<file path="src/rtl/im_loader_pkg.sv">
// Shared definitions for the instruction-memory loader and the instruction memory.
package im_loader_pkg;

  localparam int unsigned MEM_BYTES_DEF = 2048;
  localparam int unsigned LEN_W_DEF     = 12;
  localparam int unsigned ST_W          = 2;

  localparam logic [ST_W-1:0] ST_IDLE = 2'd0;
  localparam logic [ST_W-1:0] ST_LOAD = 2'd1;
  localparam logic [ST_W-1:0] ST_PAD  = 2'd2;
  localparam logic [ST_W-1:0] ST_FIN  = 2'd3;

  typedef struct packed {
    logic        we;
    logic [31:0] addr;
    logic [7:0]  data;
  } mem_wr_t;

endpackage

</file>
<file path="src/rtl/im_loader.sv">
// Streams a program image into the instruction memory one byte per cycle,
// zero-pads the final word and holds the CPU in reset while loading.
module im_loader
  import im_loader_pkg::*;
#(
  parameter int unsigned MEM_BYTES = MEM_BYTES_DEF,
  parameter int unsigned LEN_W     = LEN_W_DEF
) (
  input  logic             i_clk,
  input  logic             i_rst_n,
  input  logic             i_start,
  input  logic [31:0]      i_base_addr,
  input  logic [LEN_W-1:0] i_length,
  input  logic             i_byte_valid,
  input  logic [7:0]       i_byte,
  output logic             o_byte_ready,
  output logic             o_we,
  output logic [31:0]      o_waddr,
  output logic [7:0]       o_wdata,
  output logic             o_busy,
  output logic             o_cpu_hold,
  output logic             o_done,
  output logic             o_err,
  output logic [7:0]       o_checksum
);

  logic [ST_W-1:0]  r_state, w_state_nxt;
  logic [31:0]      r_base, w_base_nxt;
  logic [LEN_W-1:0] r_len, w_len_nxt;
  logic [LEN_W-1:0] r_idx, w_idx_nxt;
  mem_wr_t          r_wr, w_wr_nxt;
  logic             r_ready, w_ready_nxt;
  logic             r_busy, w_busy_nxt;
  logic             r_done, w_done_nxt;
  logic             r_err, w_err_nxt;
  logic [7:0]       r_sum, w_sum_nxt;

  logic w_xfer;
  logic w_last;
  logic w_bad;

  assign w_xfer = i_byte_valid & r_ready;
  assign w_last = (r_idx == r_len - LEN_W'(1));
  // 33-bit compare so a base near 2^32 cannot wrap past the bound check
  assign w_bad  = (i_base_addr[1:0] != 2'b00) ||
                  (({1'b0, i_base_addr} + 33'(i_length)) > 33'(MEM_BYTES));

  // Next-state and next-output logic
  always_comb begin
    w_state_nxt = r_state;
    w_base_nxt  = r_base;
    w_len_nxt   = r_len;
    w_idx_nxt   = r_idx;
    w_wr_nxt    = r_wr;
    w_wr_nxt.we = 1'b0;
    w_ready_nxt = r_ready;
    w_done_nxt  = 1'b0;
    w_err_nxt   = r_err;
    w_sum_nxt   = r_sum;

    case (r_state)
      ST_IDLE: begin
        if (i_start) begin
          w_base_nxt = i_base_addr;
          w_len_nxt  = i_length;
          w_idx_nxt  = '0;
          w_err_nxt  = 1'b0;
          w_sum_nxt  = 8'h00;
          if (w_bad) begin
            w_err_nxt   = 1'b1;
            w_state_nxt = ST_FIN;
          end else if (i_length == '0) begin
            w_state_nxt = ST_FIN;
          end else begin
            w_ready_nxt = 1'b1;
            w_state_nxt = ST_LOAD;
          end
        end
      end
      ST_LOAD: begin
        if (w_xfer) begin
          w_wr_nxt.we   = 1'b1;
          w_wr_nxt.addr = r_base + 32'(r_idx);
          w_wr_nxt.data = i_byte;
          w_sum_nxt     = r_sum + i_byte;
          w_idx_nxt     = r_idx + LEN_W'(1);
          if (w_last) begin
            w_ready_nxt = 1'b0;
            w_state_nxt = (r_len[1:0] != 2'b00) ? ST_PAD : ST_FIN;
          end
        end
      end
      ST_PAD: begin
        w_wr_nxt.we   = 1'b1;
        w_wr_nxt.addr = r_base + 32'(r_idx);
        w_wr_nxt.data = 8'h00;
        w_idx_nxt     = r_idx + LEN_W'(1);
        if (r_idx[1:0] == 2'b11) begin
          w_state_nxt = ST_FIN;
        end
      end
      ST_FIN: begin
        w_done_nxt  = 1'b1;
        w_state_nxt = ST_IDLE;
      end
      default: begin
        w_ready_nxt = 1'b0;
        w_state_nxt = ST_IDLE;
      end
    endcase

    w_busy_nxt = (w_state_nxt != ST_IDLE);
  end

  always_ff @(posedge i_clk or negedge i_rst_n) begin
    if (!i_rst_n) begin
      r_state <= ST_IDLE;
      r_base  <= '0;
      r_len   <= '0;
      r_idx   <= '0;
      r_wr    <= '0;
      r_ready <= 1'b0;
      r_busy  <= 1'b0;
      r_done  <= 1'b0;
      r_err   <= 1'b0;
      r_sum   <= 8'h00;
    end else begin
      r_state <= w_state_nxt;
      r_base  <= w_base_nxt;
      r_len   <= w_len_nxt;
      r_idx   <= w_idx_nxt;
      r_wr    <= w_wr_nxt;
      r_ready <= w_ready_nxt;
      r_busy  <= w_busy_nxt;
      r_done  <= w_done_nxt;
      r_err   <= w_err_nxt;
      r_sum   <= w_sum_nxt;
    end
  end

  assign o_byte_ready = r_ready;
  assign o_we         = r_wr.we;
  assign o_waddr      = r_wr.addr;
  assign o_wdata      = r_wr.data;
  assign o_busy       = r_busy;
  assign o_cpu_hold   = r_busy;
  assign o_done       = r_done;
  assign o_err        = r_err;
  assign o_checksum   = r_sum;

endmodule

</file>
<file path="config.mk">
export PLATFORM = sky130hd
export DESIGN_NAME = im_loader
export DESIGN_NICKNAME = d
export VERILOG_FILES = /design/src/rtl/im_loader_pkg.sv /design/src/rtl/im_loader.sv
export SDC_FILE = /design/constraint.sdc
export NUM_CORES = 1
export LEC_CHECK = 0
export ABC_AREA = 1
export ABC_CLOCK_PERIOD_IN_PS = 5700
export CAP_MARGIN = 20
export CELL_PAD_IN_SITES_DETAIL_PLACEMENT = 2
export CELL_PAD_IN_SITES_GLOBAL_PLACEMENT = 2
export CORE_ASPECT_RATIO = 0.8
export CORE_MARGIN = 10
export CORE_UTILIZATION = 30
export CTS_BUF_LIST = sky130_fd_sc_hd__clkbuf_8
export DETAILED_ROUTE_END_ITERATION = 8
export PLACE_DENSITY = 0.83
export SLEW_MARGIN = 5
export SYNTH_ARGS = -nofsm -noshare
export SYNTH_HDL_FRONTEND = slang
export SYNTH_SLANG_ARGS = --single-unit
</file>
<file path="constraint.sdc">
create_clock -name i_clk -period 5.7 [get_ports i_clk]
set_input_delay 1.14 -clock i_clk [delete_from_list [all_inputs] [get_ports i_clk]]
set_output_delay 1.14 -clock i_clk [all_outputs]
set_load 0.02 [all_outputs]
</file>
-- Word level (Yosys, flattened, before mapping)
Index checks and enable logic that the tools add are counted.
W data, S select, Z words.
- memories: 0
- input bits: 56
- memory bits (read-only): 0
- memory bits (writable): 0
- latch bits: 0
- bits in registers: 111
- output and inout bits: 54
- $add $sub $neg: 5
- magnitude comparators: 1
- reduce and logical (&&, ||, !) cells: 14
- div/mod/pow operators: 0
- shift-type cells: 0
- bitwise logic cells: 1
- $mul: 0
- equality and inequality tests: 10
- muxes and demuxes: 24
- operator list (operator ; number):
    $pmux W41 S2 ; 1
    $mux W41 ; 1
    $pmux W12 S3 ; 1
    $add A32 B12 Y33 ; 1
    $gt A33 B12 Y1 const B ; 1
    $add A32 B12 Y32 ; 1
    $mux W12 ; 2
    $mux W8 ; 2
    $pmux W8 S2 ; 1
    $add A12 B1 Y12 const B ; 1
    $eq A12 B12 Y1 ; 1
    $logic_not A12 Y1 ; 1
    $mux W2 ; 6
    $sub A12 B1 Y12 const B ; 1
    $ne A2 B2 Y1 const B ; 5
    $reduce_bool A2 Y1 ; 5
    $add A8 B8 Y8 ; 1
    $mux W1 ; 8
    $pmux W2 S4 ; 1
    $eq A2 B2 Y1 const B ; 3
    $reduce_and A3 Y1 ; 2
    $reduce_and A6 Y1 ; 1
    $reduce_and A2 Y1 ; 2
    $reduce_bool A3 Y1 ; 1
    5 further kinds ; 5

-- Logic depth before layout (Yosys ltp)
Gate-level depths: netlist of the first run.
- word-level depth: 7
- gate-level depth with buffers: 20

-- Least setup slack after synthesis of the first run
OpenSTA, ideal clock, no wires.
- path type: input to register
- start point: in i_base_addr[0]
- end point: reg r_ready (netlist: o_byte_ready)
- cell stages on the path: 17
- library setup time: 0.117 ns
- data required time: 5.583 ns
- data arrival time: 3.021 ns
- setup slack: 2.561 ns
- cells stage by stage: ha_1 > fa_1 > or2_2 > nor2_1 > nand3_1 > nor2_1 > nand3_1 > nor2_1 > nand3_1 > nand2_1 > nand3_1 > nor2_2 > nand4_1 > nand2_1 > nand2_1 > nand2_1 > nand2_1
- cells in the longest elaborated chain, start to end: 5
- elaborated cells on any way between the ends: 6
- classes of those cells: 1 x add/sub; 1 x order compare; 1 x eq/ne; 3 x reduce/logical
- RTL lines (element ; line ; text):
    from (decl) ; im_loader.sv:12 ; input logic [31:0] i_base_addr,
    $add A32 B12 Y33 ; im_loader.sv:46 ; (({1'b0, i_base_addr} + 33'(i_length)) > 33'(MEM_BYTES));
    $gt A33 B12 Y1 ; im_loader.sv:46 ;
    $logic_or A1 B1 Y1 (*) ; im_loader.sv:45 ; assign w_bad = (i_base_addr[1:0] != 2'b00) ||
    $ne A2 B2 Y1 (no line) (*) ; n/a ;
    $reduce_and A6 Y1 (no line) (*) ; n/a ;
    to (signal assigned) ; im_loader.sv:133 ; r_ready <= w_ready_nxt;
    to (decl) ; im_loader.sv:32 ; logic r_ready, w_ready_nxt;
Every way passes the cells marked *; elsewhere a longest branch is shown, timed or not.
A chain may end at the register's enable or synchronous reset.

-- Worst setup path in the final report of the first run
Same ends and word-level chain as after synthesis.

==> results of run 1 <==
==> report_power, final <==
part | switching [µW] | internal, µW | leakage (µW) | total [µW]
Clock | 321 | 217 | 0.000110 | 538
Combinational | 136 | 77.6 | 0.00304 | 214
Sequential | 0 | 787 | 0.00149 | 787
==> area by class of cell <==
class	instances	area, µm²
fillers	2996	15900
multi-input cells	820	4270
flip-flops and latches	111	2780
repair buffers	113	1120
inverters	138	518
well taps	324	405
clock buffers	9	124
clock inverters	7	103
==> sequential cells by signal (all words and copies together) (netlist names) <==
register	count
o_busy	1
o_byte_ready	1
o_checksum	8
o_done	1
o_err	1
o_waddr	32
o_wdata	8
o_we	1
r_base	32
r_idx	12
r_len	12
r_state	2
==> critical path, delay by kind of cell <==
family	cells	cell delay, ns
buffers and inverters	1	0.45
and+or+nand+nor	18	1.75
adders and majority gates	2	0.70
==> per-stage QoR <==
step,area (µm²),worst slack [ns]
4_1_cts,9310,1.95
3_5_place_dp,9090,1.54
3_3_place_gp,9090,1.66
2_1_floorplan,7630,2.56
5_1_grt,9310,1.68
6_report,9310,1.95
==> layout by cell type (no fill, tap or decap), types with 23 or more instances in the layout <==
cell and n:
a21oi_1 43, clkdlybuf4s50_1 108, dfrtp_1 111, ha_1 40, inv_1 131, nand2_1 344
nand3_1 74, nand4_1 23, nor2_1 95, o21ai_0 67
==> path summary, 6_finish.rpt <==
| kind | from | endpoint | slack, ns |
|---|---|---|---|
| worst min register to register | o_waddr[9]$_DFFE_PN0P_ | o_waddr[9]$_DFFE_PN0P_ | 0.50 |
| min in group asynchronous | i_rst_n | o_checksum[7]$_DFFE_PN0P_ | 0.84 |
| worst min-delay path | o_waddr[9]$_DFFE_PN0P_ | o_waddr[9]$_DFFE_PN0P_ | 0.50 |
| worst max register to register | r_base[0]$_DFFE_PN0P_ | o_waddr[12]$_DFFE_PN0P_ | 2.92 |
| worst max-delay path | i_base_addr[0] | o_byte_ready$_DFFE_PN0P_ | 1.95 |
| max in group asynchronous | i_rst_n | r_idx[4]$_DFFE_PN0P_ | 3.66 |
==> cell families (layout without fill, tap and decap cells) <==
kind of cell,count (synthesis),count (layout),share of synthesized area
fa+ha+maj,43,43,0.0734
simple gates,602,602,0.343
flops,111,111,0.364
xor+xnor,27,27,0.0310
compound gates,148,148,0.111
buf+inv,156,267,0.0775
==> routing by layer <==
layer  up-vias  track usage  share of wire
li1       3734            -              -
met1      3681        0.248           0.51
met2       118        0.275           0.44
met3        16       0.0252          0.042
met4         0       0.0331         0.0097
met5         -            0              0
==> qor.yml, run 1 <==
worstSetupPathType: "in -> reg"
start_util: 0.303
setup_tns_ns: 0
dpl.cell_count: 1506
hold_viol: 0
ys.flop_type: "dfrtp_1"
syn-cell-area_um2: 7630
core_um2: 25200
power.total_uw: 1540
fin_crit_sh: 0.658
grt_antenna_before_repair: 0
rsz0062_at_grt: "no"
crit_arrival_ns: 4.05
critPathLaunchType: "input port"
yosysSeqAreaShare: 0.364
max_freq_mhz: 267
die_height_um: 163
die_area_um2: 32300
cts_hold_buf: 0
clock_skew_ns: 0.0245
hpwlAfterDp_mm: 22.8
port_buffers: 109
synth_top_area_frac: 0.364
diodes: 0
hold_depth: 2
routed_wl_mm: 27.5
tightestPinTransition_ns: 0.915
synth.avg_cell_area_um2: 7.02
synth_cell_type_count: 44
ctsRootBufferMaster: "clkbuf_8"
fp-row-count: 52
place_congestion: 0.871
nNetsFinal: 1292
grt_max_degree: 70
power.density_nw_per_um2: 165
synth_edf_count: 0
io_pins: 110
initialDrtViolationCount: 403
synth-seq-cells: 111
worst_hold_path_type: "reg -> reg"
cts_buffer_depth: 2
cts.sinks: 111
cts-resized-gates: 0
grt_use_total: 0.174
synth_nets: 1186
synth_area_leader_cell: "dfrtp_1"
clkTransAtPathRegs_ns: 0.13
area_growth_pct: 22.0
postCtsSetupBuffers: 0
first_global_vias: 8313
final_core_util: 0.370
cts_tree: "done"
period_minus_slack_ns: 3.75
via_per_inst: 4.96
synth_most_common_cell: "nand2_1"
insertion_delay_ns: 0.40
grt_pass1_wl_mm: 45.5
finalSetupViolations: 0
numCtsBuffers: 9
path_cells: "clkdlybuf4s50_1 > ha_1 > fa_1 > nand3_1 > nand3_2 > nand2_2 > nand2_2 > nand2_1 > nand2_2 > nand2_1 > nand2_1 > nand2_1 > nand2_1 > nor2_1 > nand2_1 > nor2_1 > nand4_1 > nand2_1 > nand2_1 > nand2_1 > nand2_1"
cp.required_ns: 6.00
cp_slowest_cell: "clkdlybuf4s50_1"
grt_overflow: 0
antenna_left: 0
critPathMaxStageDelay_ns: 0.45
relSlewSlack: 0.390
detail_route.first_pass.iterations: 5
drc: 0
vias: 7549
synthArstFlopShare: 1.00
crit_top_cell: "nand2_1"
wl_per_cell_um: 18.0
syn_inst: 1087
holdWs_ns: 0.499
critPathCaptureType: "flip-flop"
yosysWarnings: 0
ys_top_cells_by_area: "dfrtp_1 (36%), nand2_1 (17%), ha_1 (6.6%)"
reg2regPathDepth: 12
status: "complete, no violations"
die_x_um: 198
synth_common_cells: "nand2_1 (345), inv_1 (131), dfrtp_1 (111)"
slew_viol_final: 0
drive_gt1_frac: 0.0551
crit_fanout: 5
p_leak_uw: 0.00464
maxCapViolations: 0
irDropWorstVdd_uv: 95.3
htree_levels: 3
stdcell_count: 1522
Note: power is estimated with default switching activity, not from simulation.
==> run 2: changes to the inputs <==
--- a/config.mk
+++ b/config.mk
@@ -6,13 +6,13 @@
 export NUM_CORES = 1
 export LEC_CHECK = 0
 export ABC_AREA = 1
-export ABC_CLOCK_PERIOD_IN_PS = 5700
+export ABC_CLOCK_PERIOD_IN_PS = 3250
 export CAP_MARGIN = 20
 export CELL_PAD_IN_SITES_DETAIL_PLACEMENT = 2
 export CELL_PAD_IN_SITES_GLOBAL_PLACEMENT = 2
 export CORE_ASPECT_RATIO = 0.8
 export CORE_MARGIN = 10
-export CORE_UTILIZATION = 30
+export CORE_UTILIZATION = 29
 export CTS_BUF_LIST = sky130_fd_sc_hd__clkbuf_8
 export DETAILED_ROUTE_END_ITERATION = 8
 export PLACE_DENSITY = 0.83
==> constraint.sdc (replaced) <==
create_clock -name i_clk -period 3.25 [get_ports i_clk]
set_input_delay 0.65 -clock i_clk [delete_from_list [all_inputs] [get_ports i_clk]]
set_output_delay 0.65 -clock i_clk [all_outputs]
set_load 0.02 [all_outputs]
==> qor.yml, run 2 (synthesis results as in run 1) <==
mostFrequentLayoutCells: "nand2_1 (344), inv_1 (131), dfrtp_1 (111)"
power.density_nw_per_um2: 279
worst_hold_path_type: "in -> async"
wl_per_cell_um: 18.0
p_leak_uw: 0.00497
final_core_util: 0.379
clock_skew_ns: 0.0256
crit_fanout: 4
reg2regPathDepth: 12
grt_max_degree: 80
via_per_inst: 4.87
hpwlAfterDp_mm: 23.7
critPathMaxStageDelay_ns: 0.48
start_util: 0.292
cp_slowest_cell: "clkdlybuf4s50_1"
htree_levels: 3
grt_pass1_wl_mm: 46.9
cts_buffer_depth: 2
fp-row-count: 53
critPathLaunchType: "input port"
clkTransAtPathRegs_ns: 0.12
die_area_um2: 33300
antenna_left: 0
die_height_um: 165
vias: 7834
ctsRootBufferMaster: "clkbuf_8"
io_pins: 110
cts_hold_buf: 0
die_x_um: 201
port_buffers: 109
routed_wl_mm: 29.0
core_um2: 26100
status: "complete, no violations"
irDropWorstVdd_uv: 167
grt_use_total: 0.174
cts.sinks: 111
nNetsFinal: 1344
crit_arrival_ns: 3.32
finalSetupViolations: 0
dpl.cell_count: 1588
insertion_delay_ns: 0.40
worstSetupPathType: "in -> reg"
crit_top_cell: "nand2_1"
layout_commonest_cell: "nand2_1"
drive_gt1_frac: 0.110
grt_overflow: 0
cp.required_ns: 3.55
period_minus_slack_ns: 3.02
path_cells: "clkdlybuf4s50_1 > ha_4 > nand2_1 > inv_1 > buf_4 > nand2_1 > inv_1 > nand2_1 > nand2_2 > buf_4 > nand3_1 > nand2_1 > nand2_1 > nor2_2 > nand2_1 > nor2_2 > nand4_1 > nand2_1 > nand2_1 > nand2_1 > nand2_1"
drc: 0
relSlewSlack: 0.470
max_freq_mhz: 331
numCtsBuffers: 9
stdcell_count: 1607
place_congestion: 0.892
slew_viol_final: 0
cts_tree: "done"
hold_viol: 0
detail_route.first_pass.iterations: 4
initialDrtViolationCount: 495
area_growth_pct: 29.7
grt_antenna_before_repair: 0
tightestPinTransition_ns: 0.794
first_global_vias: 8499
diodes: 0
critPathCaptureType: "flip-flop"
fin_crit_sh: 0.930
maxCapViolations: 0
-- run 2: cell count changes in the layout (fill, tap and decap cells not counted), sizes merged --
cell	delta
clkinvlp	-1
dlymetal6s2s	+8
buf	+52
clkdlybuf4s50	-8
clkbuf	+1
-- run 2: worst max-delay path, delay by kind of cell --
kind	cells	cell delay, ns
adder cells (fa/ha/maj)	1	0.32
buffers and inverters	5	0.89
AND/OR/NAND/NOR	15	1.45
-- run 2: what timing repair did --
item,CTS,global route
endpoints found under the setup margin,0,3
gates resized for setup,0,29
buffers inserted,0,3
-- run 2: final timing paths --
kind	slack, ns	from	to
worst max-delay path	0.23	i_length[8]	o_byte_ready$_DFFE_PN0P_
worst min-delay path	0.18	i_rst_n	o_checksum[5]$_DFFE_PN0P_
worst max register to register	0.34	r_idx[0]$_DFFE_PN0P_	o_waddr[12]$_DFFE_PN0P_
worst min register to register	0.49	o_waddr[30]$_DFFE_PN0P_	o_waddr[30]$_DFFE_PN0P_
max in group asynchronous	2.22	i_rst_n	o_waddr[11]$_DFFE_PN0P_
min in group i_clk	0.49	o_waddr[30]$_DFFE_PN0P_	o_waddr[30]$_DFFE_PN0P_
-- run 2: layout make-up --
type                    instances  area (µm²)
clock buffers                  10         138
well taps                     357         447
inverters                     138         518
repair buffers                165        1540
fillers                      3142       16200
flip-flops and latches        111        2780
clock inverters                 6        68.8
multi-input cells             820        4410
-- run 2: stage by stage --
| stage | area (µm²) | total power (µW) | setup TNS, ns | hold WS [ns] | setup WS, ns |
|---|---|---|---|---|---|
| 6_report | 9900 | 2760 | 0 | 0.182 | 0.229 |
| 5_1_grt | 9900 | 2890 | -0.0328 | 0.198 | -0.0328 |
| 4_1_cts | 9710 | 2760 | 0 | 0.182 | 0.0160 |
| 3_5_place_dp | 9510 | 1850 | -1.17 | 0.471 | -0.423 |
| 3_3_place_gp | 9510 | 1840 | -0.530 | 0.464 | -0.231 |
| 2_1_floorplan | 7630 | 1590 | 0 | 0.354 | 0.601 |
-- run 2: per-layer routing --
layer	GRT usage	part of all wire	vias to the layer above
met3	0.0183	0.025	22
li1	-	-	3828
met2	0.287	0.46	98
met1	0.241	0.51	3886
met5	0	0	-
met4	0.0395	0.012	0
-- run 2: power by group --
group,switching (µW),leakage (µW),internal (µW)
sequential,0,0.00149,1380
combinational,271,0.00337,204
clock,520,0.000108,384
total,791,0.00497,1970
==> run 3: changes to the inputs <==
--- a/config.mk
+++ b/config.mk
@@ -16,6 +16,7 @@
 export CTS_BUF_LIST = sky130_fd_sc_hd__clkbuf_8
 export DETAILED_ROUTE_END_ITERATION = 8
 export PLACE_DENSITY = 0.83
+export SETUP_SLACK_MARGIN = 0.4
 export SLEW_MARGIN = 5
 export SYNTH_ARGS = -nofsm -noshare
 export SYNTH_HDL_FRONTEND = slang
==> qor.yml, run 3 (synthesis results as in run 1) <==
initialDrtViolationCount: 554
hold_viol: 0
rsz0062_at_grt: "yes"
finalSetupViolations: 0
cp_slowest_cell: "dlygate4sd2_1"
area_growth_pct: 36.4
period_minus_slack_ns: 2.99
crit_fanout: 4
netSwitchingPower_uw: 856
routed_wl_mm: 31.9
final_area_um2: 10400
vias: 8105
grt_antenna_before_repair: 0
hpwlAfterDp_mm: 23.7
cts_buffer_depth: 2
power.density_nw_per_um2: 274
irDropWorstVdd_uv: 162
p_leak_uw: 0.00523
grt_overflow: 0
maxCapViolations: 0
cts_hold_buf: 0
grt_use_total: 0.178
place_congestion: 0.892
cts.sinks: 111
wl_per_cell_um: 19.6
fp-row-count: 53
switching_share: 0.300
ctsRootBufferMaster: "clkbuf_8"
p_seq_frac: 0.484
critPathMaxStageDelay_ns: 0.35
critPathLaunchType: "input port"
crit_arrival_ns: 3.32
worst_slack_ns: 0.258
detail_route.first_pass.iterations: 4
mostFrequentLayoutCells: "nand2_1 (317), inv_1 (126), dfrtp_1 (109)"
worst_hold_path_type: "in -> async"
placed_area_um2: 9510
die_height_um: 165
status: "complete, no violations"
stdcell_count: 1626
intPower_uw: 1990
pwr-share-comb: 0.197
path_cells: "dlygate4sd2_1 > ha_4 > nand2_1 > nand2_1 > a21oi_2 > nand2_4 > nand2_4 > nand2_4 > nand2_1 > xor2_1 > clkinv_1 > nand3_2 > nor2_4 > buf_4 > buf_4 > buf_4 > buf_4 > a41oi_2"
dp_slack_ns: -0.423
critPathCaptureType: "flip-flop"
max_freq_mhz: 334
fin_crit_sh: 0.920
crit_top_cell: "buf_4"
grt_max_degree: 80
insertion_delay_ns: 0.40
diodes: 0
cp.required_ns: 3.58
nNetsFinal: 1363
nFillCells: 3085
drive_gt1_frac: 0.178
core_um2: 26100
clkTransAtPathRegs_ns: 0.12
first_global_vias: 8643
antenna_left: 0
die_area_um2: 33300
die_x_um: 201
tightestPinTransition_ns: 0.842
io_pins: 110
drc: 0
htree_levels: 3
grt_pass1_wl_mm: 47.9
numCtsBuffers: 9
relSlewSlack: 0.438
power.share.clock: 0.319
clock_skew_ns: 0.0235
dpl.cell_count: 1588
start_util: 0.292
cts_tree: "done"
port_buffers: 109
layout_commonest_cell: "nand2_1"
slew_viol_final: 0
worstSetupPathType: "in -> reg"
via_per_inst: 4.98
[run 3: worst max-delay path, delay by kind of cell]
| family | cells | cell delay (ns) |
|---|---|---|
| and+or+nand+nor | 8 | 0.71 |
| buffers and inverters | 6 | 1.06 |
| AOI/OAI and AO/OA | 2 | 0.33 |
| xor gates and xnor gates | 1 | 0.27 |
| adders and majority gates | 1 | 0.28 |
[run 3: through the flow]
step | TNS, ns | utilization | total power (µW) | hold slack, ns
after floorplan | 0 | - | 1590 | 0.354
after global placement | -0.530 | 0.364 | 1840 | 0.464
after CTS | 0 | 0.381 | 2800 | 0.182
after detailed placement | -1.17 | 0.364 | 1850 | 0.471
after global routing | 0 | 0.399 | 2980 | 0.193
final | 0 | 0.399 | 2850 | 0.182
[run 3: what timing repair did]
item                       CTS  global route
setup endpoints to repair    5            21
gates resized for setup     60            96
setup buffers                7            15
pin swaps                   14            44
cloned                       0             0
[run 3: worst paths after layout]
kind | slack (ns) | cells after the start | startpoint | to
setup / recovery | 0.26 | 18 | i_length[7] | o_err$_DFFE_PN0P_
hold / removal | 0.18 | 1 | i_rst_n | o_checksum[5]$_DFFE_PN0P_
setup reg to reg | 0.61 | 13 | r_idx[0]$_DFFE_PN0P_ | o_waddr[12]$_DFFE_PN0P_
hold reg to reg | 0.49 | 2 | o_waddr[14]$_DFFE_PN0P_ | o_waddr[14]$_DFFE_PN0P_
max in group asynchronous | 2.24 | 2 | i_rst_n | o_waddr[13]$_DFFE_PN0P_
min in group i_clk | 0.49 | 2 | o_waddr[14]$_DFFE_PN0P_ | o_waddr[14]$_DFFE_PN0P_
[run 3: per-layer routing]
layer  global-route usage  wire (µm)
met1                0.244      15300
met2                0.298      15200
met3               0.0179        802
met4               0.0395        527
met5                    0          0
[run 3: layout make-up]
| class | instances | area [µm²] | share of cell area |
|---|---|---|---|
| multi-input cells | 820 | 4780 | 0.459 |
| clock buffers | 10 | 138 | 0.0132 |
| well taps | 357 | 447 | 0.0429 |
| flip-flops and latches | 111 | 2780 | 0.267 |
| repair buffers | 184 | 1680 | 0.162 |
| inverters | 138 | 522 | 0.0501 |
| clock inverters | 6 | 68.8 | 0.00661 |
[run 3: power by group through the flow]
stage	combinational (µW)	clock, µW	sequential (µW)
floorplan	180	0	1410
finish	561	909	1380
global placement	428	0	1410
CTS	486	936	1380
global route	609	993	1380
detailed placement	445	0	1410
